==> src/rtl/mskaes_pkg.sv <==
// Shared sizing, state encoding and constants for the masked-AES randomness path.
package mskaes_pkg;

   localparam int D_DEF      = 2;
   localparam int WARMUP_DEF = 16;
   localparam logic [31:0] GOLDEN = 32'h9E3779B9;

   // One fresh mask bit group per share pair of the DOM multipliers.
   function automatic int pair_cnt(input int d);
      return d * (d - 1) / 2;
   endfunction

   localparam int RND0_DEF = 4 * pair_cnt(D_DEF);
   localparam int RND1_DEF = 2 * pair_cnt(D_DEF);
   localparam int RND2_DEF = 4 * pair_cnt(D_DEF);

   function automatic int calc_w(input int r0, input int r1, input int r2);
      return 16 * (r0 + r1 + r2);
   endfunction

   function automatic int calc_nlane(input int w);
      return (w + 31) / 32;
   endfunction

   localparam logic [1:0] ST_IDLE    = 2'd0;
   localparam logic [1:0] ST_LOADING = 2'd1;
   localparam logic [1:0] ST_WARMUP  = 2'd2;
   localparam logic [1:0] ST_RUN     = 2'd3;

   typedef enum logic [1:0] {
      S_IDLE    = ST_IDLE,
      S_LOADING = ST_LOADING,
      S_WARMUP  = ST_WARMUP,
      S_RUN     = ST_RUN
   } state_e;

endpackage

==> src/rtl/mskaes_rnd_gen_lane.sv <==
// One xorshift32 lane: loadable 32-bit state that advances one step when enabled.
module xorshift32_lane (
   input  logic        clk,
   input  logic        rst,
   input  logic        load_en,
   input  logic        step_en,
   input  logic [31:0] load_val,
   output logic [31:0] lane_o
);

   logic [31:0] lane_q, lane_d;

   function automatic logic [31:0] xs32(input logic [31:0] x);
      logic [31:0] v;
      v = x ^ (x << 13);
      v = v ^ (v >> 17);
      v = v ^ (v << 5);
      return v;
   endfunction

   // Zero is the only fixed point of xorshift, so a zero seed is never loaded.
   always_comb begin
      lane_d = lane_q;
      if (load_en) begin
         lane_d = (load_val == 32'h0) ? 32'h1 : load_val;
      end else if (step_en) begin
         lane_d = xs32(lane_q);
      end
   end

   always_ff @(posedge clk) begin
      if (rst) lane_q <= 32'h0;
      else     lane_q <= lane_d;
   end

   assign lane_o = lane_q;

endmodule

==> src/rtl/mskaes_rnd_gen.sv <==
// Seeded xorshift32 lane bank feeding the three fresh-randomness buses of the DOM S-boxes.
//
// state     | meaning
// ----------+-------------------------------------------------
// S_IDLE    | unseeded, waiting for the first seed word
// S_LOADING | collecting four seed words, wcnt = next slot
// S_WARMUP  | lanes step every cycle, warm counter counts down
// S_RUN     | buses valid, lanes step on each accepted transfer
module mskaes_rnd_gen
   import mskaes_pkg::*;
#(
   parameter int d      = D_DEF,
   parameter int RND0   = 4 * pair_cnt(d),
   parameter int RND1   = 2 * pair_cnt(d),
   parameter int RND2   = 4 * pair_cnt(d),
   parameter int WARMUP = WARMUP_DEF
) (
   input  logic                 clk,
   input  logic                 rst,
   input  logic [31:0]          seed_data,
   input  logic                 seed_valid,
   output logic                 seed_ready,
   input  logic                 reseed,
   output logic                 rnd_valid,
   input  logic                 rnd_ready,
   output logic [16*RND0-1:0]   rnd_bus0w,
   output logic [16*RND1-1:0]   rnd_bus1w,
   output logic [16*RND2-1:0]   rnd_bus2w
);

   localparam int W     = calc_w(RND0, RND1, RND2);
   localparam int NLANE = calc_nlane(W);
   localparam logic [7:0] WARM_LOAD = 8'(WARMUP);

   state_e      state_q, state_d;
   logic [1:0]  wcnt_q, wcnt_d;
   logic [7:0]  warm_q, warm_d;
   logic [31:0] seed_q [4];
   logic [31:0] seed_d [4];
   logic        lane_load, lane_step, accept;
   logic [NLANE*32-1:0] lanes_flat;
   logic [W-1:0]        rnd_all;

   assign seed_ready = (state_q == S_IDLE) || (state_q == S_LOADING);
   assign rnd_valid  = (state_q == S_RUN);
   // A word arriving alongside reseed is dropped.
   assign accept     = seed_valid & seed_ready & ~reseed;

   always_comb begin
      state_d   = state_q;
      wcnt_d    = wcnt_q;
      warm_d    = warm_q;
      seed_d    = seed_q;
      lane_load = 1'b0;
      lane_step = 1'b0;
      if (accept) seed_d[wcnt_q] = seed_data;
      case (state_q)
         S_IDLE: begin
            if (accept) begin
               state_d = S_LOADING;
               wcnt_d  = wcnt_q + 2'd1;
            end
         end
         S_LOADING: begin
            if (reseed) begin
               wcnt_d = 2'd0;
            end else if (accept) begin
               if (wcnt_q == 2'd3) begin
                  state_d   = S_WARMUP;
                  wcnt_d    = 2'd0;
                  warm_d    = WARM_LOAD;
                  lane_load = 1'b1;
               end else begin
                  wcnt_d = wcnt_q + 2'd1;
               end
            end
         end
         S_WARMUP: begin
            if (reseed) begin
               state_d = S_LOADING;
               wcnt_d  = 2'd0;
            end else begin
               lane_step = 1'b1;
               warm_d    = warm_q - 8'd1;
               if (warm_q == 8'd1) state_d = S_RUN;
            end
         end
         S_RUN: begin
            if (reseed) begin
               state_d = S_LOADING;
               wcnt_d  = 2'd0;
            end else if (rnd_ready) begin
               lane_step = 1'b1;
            end
         end
         default: state_d = S_IDLE;
      endcase
   end

   always_ff @(posedge clk) begin
      if (rst) begin
         state_q <= S_IDLE;
         wcnt_q  <= 2'd0;
         warm_q  <= 8'd0;
         for (int k = 0; k < 4; k++) seed_q[k] <= 32'h0;
      end else begin
         state_q <= state_d;
         wcnt_q  <= wcnt_d;
         warm_q  <= warm_d;
         for (int k = 0; k < 4; k++) seed_q[k] <= seed_d[k];
      end
   end

   // Lane i is seeded from slot i mod 4, decorrelated by a multiple of the golden ratio.
   for (genvar i = 0; i < NLANE; i++) begin : g_lane
      localparam logic [31:0] OFFS = 32'(i) * GOLDEN;
      xorshift32_lane u_lane (
         .clk      (clk),
         .rst      (rst),
         .load_en  (lane_load),
         .step_en  (lane_step),
         .load_val (seed_d[i % 4] ^ OFFS),
         .lane_o   (lanes_flat[i*32 +: 32])
      );
   end

   assign rnd_all   = lanes_flat[W-1:0];
   assign rnd_bus0w = rnd_all[0 +: 16*RND0];
   assign rnd_bus1w = rnd_all[16*RND0 +: 16*RND1];
   assign rnd_bus2w = rnd_all[16*(RND0+RND1) +: 16*RND2];

endmodule

==> config.mk <==
export PLATFORM = sky130hd
export DESIGN_NAME = mskaes_rnd_gen
export DESIGN_NICKNAME = d
export VERILOG_FILES = /design/src/rtl/mskaes_pkg.sv /design/src/rtl/mskaes_rnd_gen_lane.sv /design/src/rtl/mskaes_rnd_gen.sv
export SDC_FILE = /design/constraint.sdc
export NUM_CORES = 1
export LEC_CHECK = 0
export CAP_MARGIN = 20
export CELL_PAD_IN_SITES_DETAIL_PLACEMENT = 1
export CELL_PAD_IN_SITES_GLOBAL_PLACEMENT = 2
export CORE_MARGIN = 5
export CORE_UTILIZATION = 40
export DETAILED_ROUTE_END_ITERATION = 8
export DONT_BUFFER_PORTS = 1
export GPL_ROUTABILITY_DRIVEN = 0
export PLACE_DENSITY = 0.81
export SYNTH_ARGS = -nofsm -noshare
export SYNTH_HDL_FRONTEND = slang
export SYNTH_SLANG_ARGS = --single-unit
==> constraint.sdc <==
create_clock -name clk -period 2.4 [get_ports clk]
set_input_delay 0.24 -clock clk [delete_from_list [all_inputs] [get_ports clk]]
set_output_delay 0.24 -clock clk [all_outputs]
set_load 0.01 [all_outputs]
**Word-level counts from Yosys, hierarchy flattened**

Cells that the tools add are included.

- Memory bits (read-only): 0
- Memory bits (writable): 0
- Memories kept: 0
- Output and inout port bits: 162
- Logic and storage cells: 113
- Bits in latches: 0
- Bits in registers: 300
- Input bits: 37

- Div/mod/pow operators: 0
- Bitwise logic cells: 23
- Order comparisons: 2
- Mux-type cells: 46
- Reductions and logical operators: 14
- Add/sub/neg operators: 2
- Multiply operators: 0
- Shifts and indexed selects: 0
- Equal/unequal tests: 14

Operators by type and width:

| cell | count |
|---|---|
| 2-to-1 mux 32 bit | 16 |
| XOR 32 bit | 10 |
| logical NOT 32 bit | 5 |
| XOR 32 x 15 -> 32 bit | 5 |
| bitwise mux 128 bit | 1 |
| 2-to-1 mux 128 bit | 1 |
| demux 32 bit (select 2 bit) | 1 |
| inverter 19 bit | 2 |
| 2-to-1 mux 8 bit | 4 |
| 2-to-1 mux 2 bit | 12 |
| inverter 20 bit | 1 |
| inverter 18 bit | 1 |
| case mux 8 bit (2 select lines) | 1 |
| != test 2 bit (second input constant) | 5 |
| equality test 8 x 1 -> 1 bit (second input constant) | 1 |
| case mux 2 bit (4 select lines) | 1 |
| subtractor 8 x 1 -> 8 bit (second input constant) | 1 |
| 2-to-1 mux 1 bit | 7 |
| equality test 2 bit (second input constant) | 3 |
| != test 3 bit (second input constant) | 2 |
| case mux 2 bit (3 select lines) | 1 |
| AND reduction 6 bit | 1 |
| AND reduction 5 bit | 1 |
| != test 2 x 1 -> 1 bit (second input constant) | 2 |
| other kinds (14) | 16 |

**Logic depth before layout (Yosys ltp)**

- Depth after elaboration: 11
- Mapped depth: 10
- Mapped depth without buffers: 8

**Modules after synthesis**

From an unflattened synthesis, not the netlist that was laid out.

- Cell total of the unflattened synthesis: 1753
- Area total of the unflattened synthesis: 17568.1 um^2

Modules (own cells, without submodules):

| module | times used | sequential area each (um^2) | cells an instance | area each (um^2) |
|---|---|---|---|---|
| xorshift32_lane | 5 | 640.6 | 244 | 2401.1 |
| mskaes_rnd_gen | 1 | 2802.7 | 533 | 5562.8 |

**Worst setup path before layout**

No wires, ideal clock.

- Path type: register to register
- From: register state_q[1]
- To: register g_lane[2].u_lane.lane_q[23]
- Data required time: 2280 ps
- Setup time: 120 ps
- Stages on the path, launching flop included: 10
- Path buffers: 1
- Arrival: 1916 ps
- Period minus slack after synthesis: 2035 ps
- Path slack: 365 ps
- Cells stage by stage: dfxtp_1 -> inv_1 -> ha_1 -> nor2_4 -> inv_4 -> nand3_2 -> buf_2 -> mux2i_1 -> nor2_1 -> o31a_1

- Cells in the longest elaborated chain, start to end: 9
- Elaborated cells between the ends (all ways): 17
- Those cells by class: 3 x eq/ne; 7 x mux; 3 x bitwise; 4 x reduce/logical

RTL lines:

| what | RTL line | text |
|---|---|---|
| from (decl) | mskaes_rnd_gen.sv:35 | `state_e state_q, state_d;` |
| from (signal assigned) | mskaes_rnd_gen.sv:107 | `state_q <= state_d;` |
| equality test 2 x 1 -> 1 bit / logical NOT 2 bit (equally long branches) | mskaes_rnd_gen.sv:44 | `assign seed_ready = (state_q == S_IDLE) \|\| (state_q == S_LOADING);` |
| logical OR 1 bit (*) | mskaes_rnd_gen.sv:44 |  |
| net seed_ready | mskaes_rnd_gen.sv:22 | `output logic seed_ready,` |
| AND 1 bit (*) (2 in series) | mskaes_rnd_gen.sv:47 | `assign accept = seed_valid & seed_ready & ~reseed;` |
| 2-to-1 mux 128 bit | mskaes_rnd_gen.sv:56 | `if (accept) seed_d[wcnt_q] = seed_data;` |
| inverter 19 bit (no line) | n/a |  |
| logical NOT 32 bit | mskaes_rnd_gen_lane.sv:25 | `lane_d = (load_val == 32'h0) ? 32'h1 : load_val;` |
| 2-to-1 mux 32 bit | mskaes_rnd_gen_lane.sv:25 |  |
| 2-to-1 mux 32 bit | mskaes_rnd_gen_lane.sv:24 | `if (load_en) begin` |
| to (signal assigned) | mskaes_rnd_gen_lane.sv:33 | `else lane_q <= lane_d;` |
| to (decl) | mskaes_rnd_gen_lane.sv:11 | `logic [31:0] lane_q, lane_d;` |

The timed path passes the listed nets; every way through them passes the cells marked *.
A chain may end at the register's enable or synchronous reset.

**Worst setup path in the final report**

- From: register state_q[1]
- To: register seed_q[119] (netlist bit)

- Cells in the longest elaborated chain, start to end: 5
- Elaborated cells between the ends (all ways): 6
- Those cells by class: 1 x eq/ne; 1 x mux; 2 x bitwise; 2 x reduce/logical

RTL lines:

| what | RTL line | text |
|---|---|---|
| equality test 2 x 1 -> 1 bit / logical NOT 2 bit (equally long branches) | mskaes_rnd_gen.sv:44 |  |
| logical OR 1 bit (*) | mskaes_rnd_gen.sv:44 |  |
| net seed_ready | mskaes_rnd_gen.sv:22 |  |
| AND 1 bit (*) (2 in series) | mskaes_rnd_gen.sv:47 |  |
| 2-to-1 mux 128 bit (*) | mskaes_rnd_gen.sv:56 |  |
| to (decl) | mskaes_rnd_gen.sv:38 | `logic [31:0] seed_q [4];` |

Marked as above.

==> metrics.txt <==
Max H-tree Level 2; sw power 3557 uW; synthesized instance count 1,797; num rows between 70 and 80; Final Max Tran Viols 0; Vias ~13,000; Slew @ Worst Pin 0.8313 ns; reg2reg path depth 9; core area 0.04083 mm2; Total GRT Usage roughly a quarter; Pleak ~0.0075 uW; Post-synth top flop dfxtp_1; post-route worst setup slack 0.01530 ns; clock power share 41.9%; Worst setup SP type flop; hold_sp rst; clk_lat worst skew approximately 0.54 ns; r2r endpoint seed_q[119]; Starting DRT DRC Count approximately 790; first-pass iteration count of the detailed router 5; failing checks hold timing; Sw Share 28.00%; RSZ-0062 raised after global routing yes; most common cell after layout, fill and taps aside dfxtp_1; final period utilization about 99%; Max FO, Critical Path 13; drt via density roughly 5.7; hold crit path type input pin to flop; peak supply drop about 470 uV; DRC 0; WHS Path Cells 1; Top Ports 199; initial antenna violation count 1; share of cells above drive strength 1 9.185%; routed len/inst 25.71 um; Worst setup EP type flop; final hold vios 49; Inserted Clock Buffers 36; syn avg cell area just over 9 um2; largest net degree at the start of global routing 273; combinational group share of total power 16.0%; hpwl dp 40,890 um; Hold Crit Endpoint g_lane[4].u_lane.lane_o[19]; Die Ht 213.2 um; fmax 0.4193 GHz; Post-synth EDFFs 0; cell area after placement 0.01731 mm2; ys async rst share 0%; clock tree root buffer cell clkbuf_16; Reg2Reg Launch Point state_q[1]; port buffer count 0; minimum clock period 2.385 ns; final net count 1,857; register bit total from synthesis about 300; vias in the first global route 13,614; Arr. time, crit path 2.81 ns; global-route wire length before repair 87,000 um; Die Footprint 0.04544 mm2; Post-Route WL 60,790 um; initial core utilization about 40%; Setup Skew 0.01461 ns; r2r setup slk roughly 0.015 ns; relative slew slack 44.58%; clock slew at reported path FFs 0.06 ns; pre-CTS WS -0.1045 ns; Congestion Overflow GR 0; deepest clock path buffer count 3; Setup Viol. Count Final 0; post-route ant nets 0; WHS -0.1993 ns; post-synthesis cell type count 61; Die Wd 213.2 um; yosys warns 0; Sequential Power Share a little over two fifths; P per Cell Area 673.5 mW/mm2; Sinks on Clock Net roughly 300; commonest cells after routing, fill and taps aside 296 x dfxtp_1, 281 x nor2_1, 200 x xnor2_1, 123 x xor2_1, 113 x mux2i_1; Area growth syn-to-layout 14.25%; max cap viols 0; Worst EP required between 2 and 3 ns; post-layout util 46.19%; post-synthesis cell area 0.01651 mm2; outcome complete, but fails checks; P_int 9146 uW; Crit Path Class flop to flop; CTS tree done; Finished Cell Area 0.01886 mm2; sequential fraction of the synthesis area between 30% and 40%; Power Total 12,700 uW; syn nets 1,846
worst max path at each step:
stage | to | slack (ns) | startpoint | depth (start not counted)
detailed placement | g_lane[4].u_lane.lane_o[11] | -0.10 | state_q[1] | 10
floorplan | g_lane[2].u_lane.lane_o[23] | 0.36 | state_q[1] | 9
global route | g_lane[4].u_lane.lane_o[5] | -0.04 | state_q[1] | 10
CTS | g_lane[0].u_lane.lane_o[15] | 0.003 | state_q[1] | 9
finish | seed_q[119] | 0.02 | state_q[1] | 9
global placement | g_lane[4].u_lane.lane_o[14] | 0.01 | state_q[1] | 10
logic make-up after synthesis:
| logic type | after synthesis | share of synthesized area [%] |
|---|---|---|
| fa+ha+maj | 12 | 0.9094 |
| mux | 132 | 8.162 |
| compound gates | 226 | 9.572 |
| buf+inv | 141 | 3.911 |
| flops | 297 | 36.01 |
| xor+xnor | 377 | 24.40 |
| simple gates | 612 | 17.04 |
Yosys cell counts (all sizes together), types with 3 or more instances:
library cell	count	area, um2
a21o	17	127.6
buf	65	357.9
a21boi	23	172.7
and3	15	93.84
xnor2	202	1784
nand4	26	162.7
a21oi	43	219.0
nor3	42	220.2
nand2	111	416.7
nand2b	13	81.33
o31a	9	78.83
o21ai	10	50.05
nor2	283	1070
a31oi	22	137.6
clkbuf	64	240.2
or3	7	43.79
xor3	6	142.6
a211o	3	26.28
xnor3	44	991.0
inv	11	43.80
xor2	125	1110
and2	12	75.07
mux2i	121	1224
or4	4	30.03
mux2	11	123.9
nor3b	5	37.54
nor2b	11	68.82
a311oi	8	70.07
nand3	53	287.8
ha	12	150.1
nor4b	6	58.80
nor4	16	100.1
dfxtp	297	5946
a211oi	83	623.1
a221oi	3	32.53
worst max-delay path: stages, from the launching register on:
cell,delay [ns]
dfxtp_1,0.35
inv_1,0.12
ha_2,0.25
nor2_4,0.19
inv_4,0.12
nand3_2,0.17
buf_12,0.19
mux2i_2,0.24
nor2_1,0.05
dlygate4sd3_1,0.58
power by group through the flow:
| stage | sequential, uW | combinational (uW) | clock, uW |
|---|---|---|---|
| finish | 5350 | 2030 | 5320 |
| detailed placement | 5440 | 1800 | 0 |
| CTS | 5330 | 1850 | 5410 |
| global placement | 5430 | 1750 | 0 |
| global route | 5360 | 2180 | 5600 |
| floorplan | 5380 | 1370 | 0 |
cell type report:
cell class	instances	area [um2]
Tap cell	532	665.6
Fill cell	4604	21970
Clock inverter	7	60.06
Antenna cell	3	7.507
Sequential cell	297	5947
Timing Repair Buffer	102	1051
Inverter	12	47.55
Clock buffer	52	1052
Multi-Input combinational cell	1359	10030
sequential cells by signal (all words and copies together) (netlist names):
register	count
g_lane.u_lane.lane_o	160
seed_q	125
state_q	2
warm_q	8
wcnt_q	2
repair_timing:
action | in CTS | in global routing
pin swaps | 0 | 2
gates resized for setup | 4 | 15
endpoints found under the setup margin | 7 | 97
hold buffers | 12 | 20
cloned | 0 | 1
hold endpoints to repair | 275 | 234
setup buffers | 0 | 1
per-stage QoR:
step | cells | TNS, ns
2_1_floorplan | 1797 | 0
3_5_place_dp | 2268 | -0.2048
6_report | 2364 | 0
4_1_cts | 2339 | 0
5_1_grt | 2361 | -0.4294
3_3_place_gp | 2268 | 0
routing by layer:
| metal | part of all wire (%) | routed length [um] | global-route usage, % |
|---|---|---|---|
| met3 | 6.6 | 4003 | 5.495 |
| met4 | 3.1 | 1860 | 6.974 |
| met5 | 0 | 0 | 0 |
| met2 | 48 | 29400 | 42.27 |
| met1 | 42 | 25520 | 32.17 |
No activity file was read; power rests on OpenSTA's default activity.
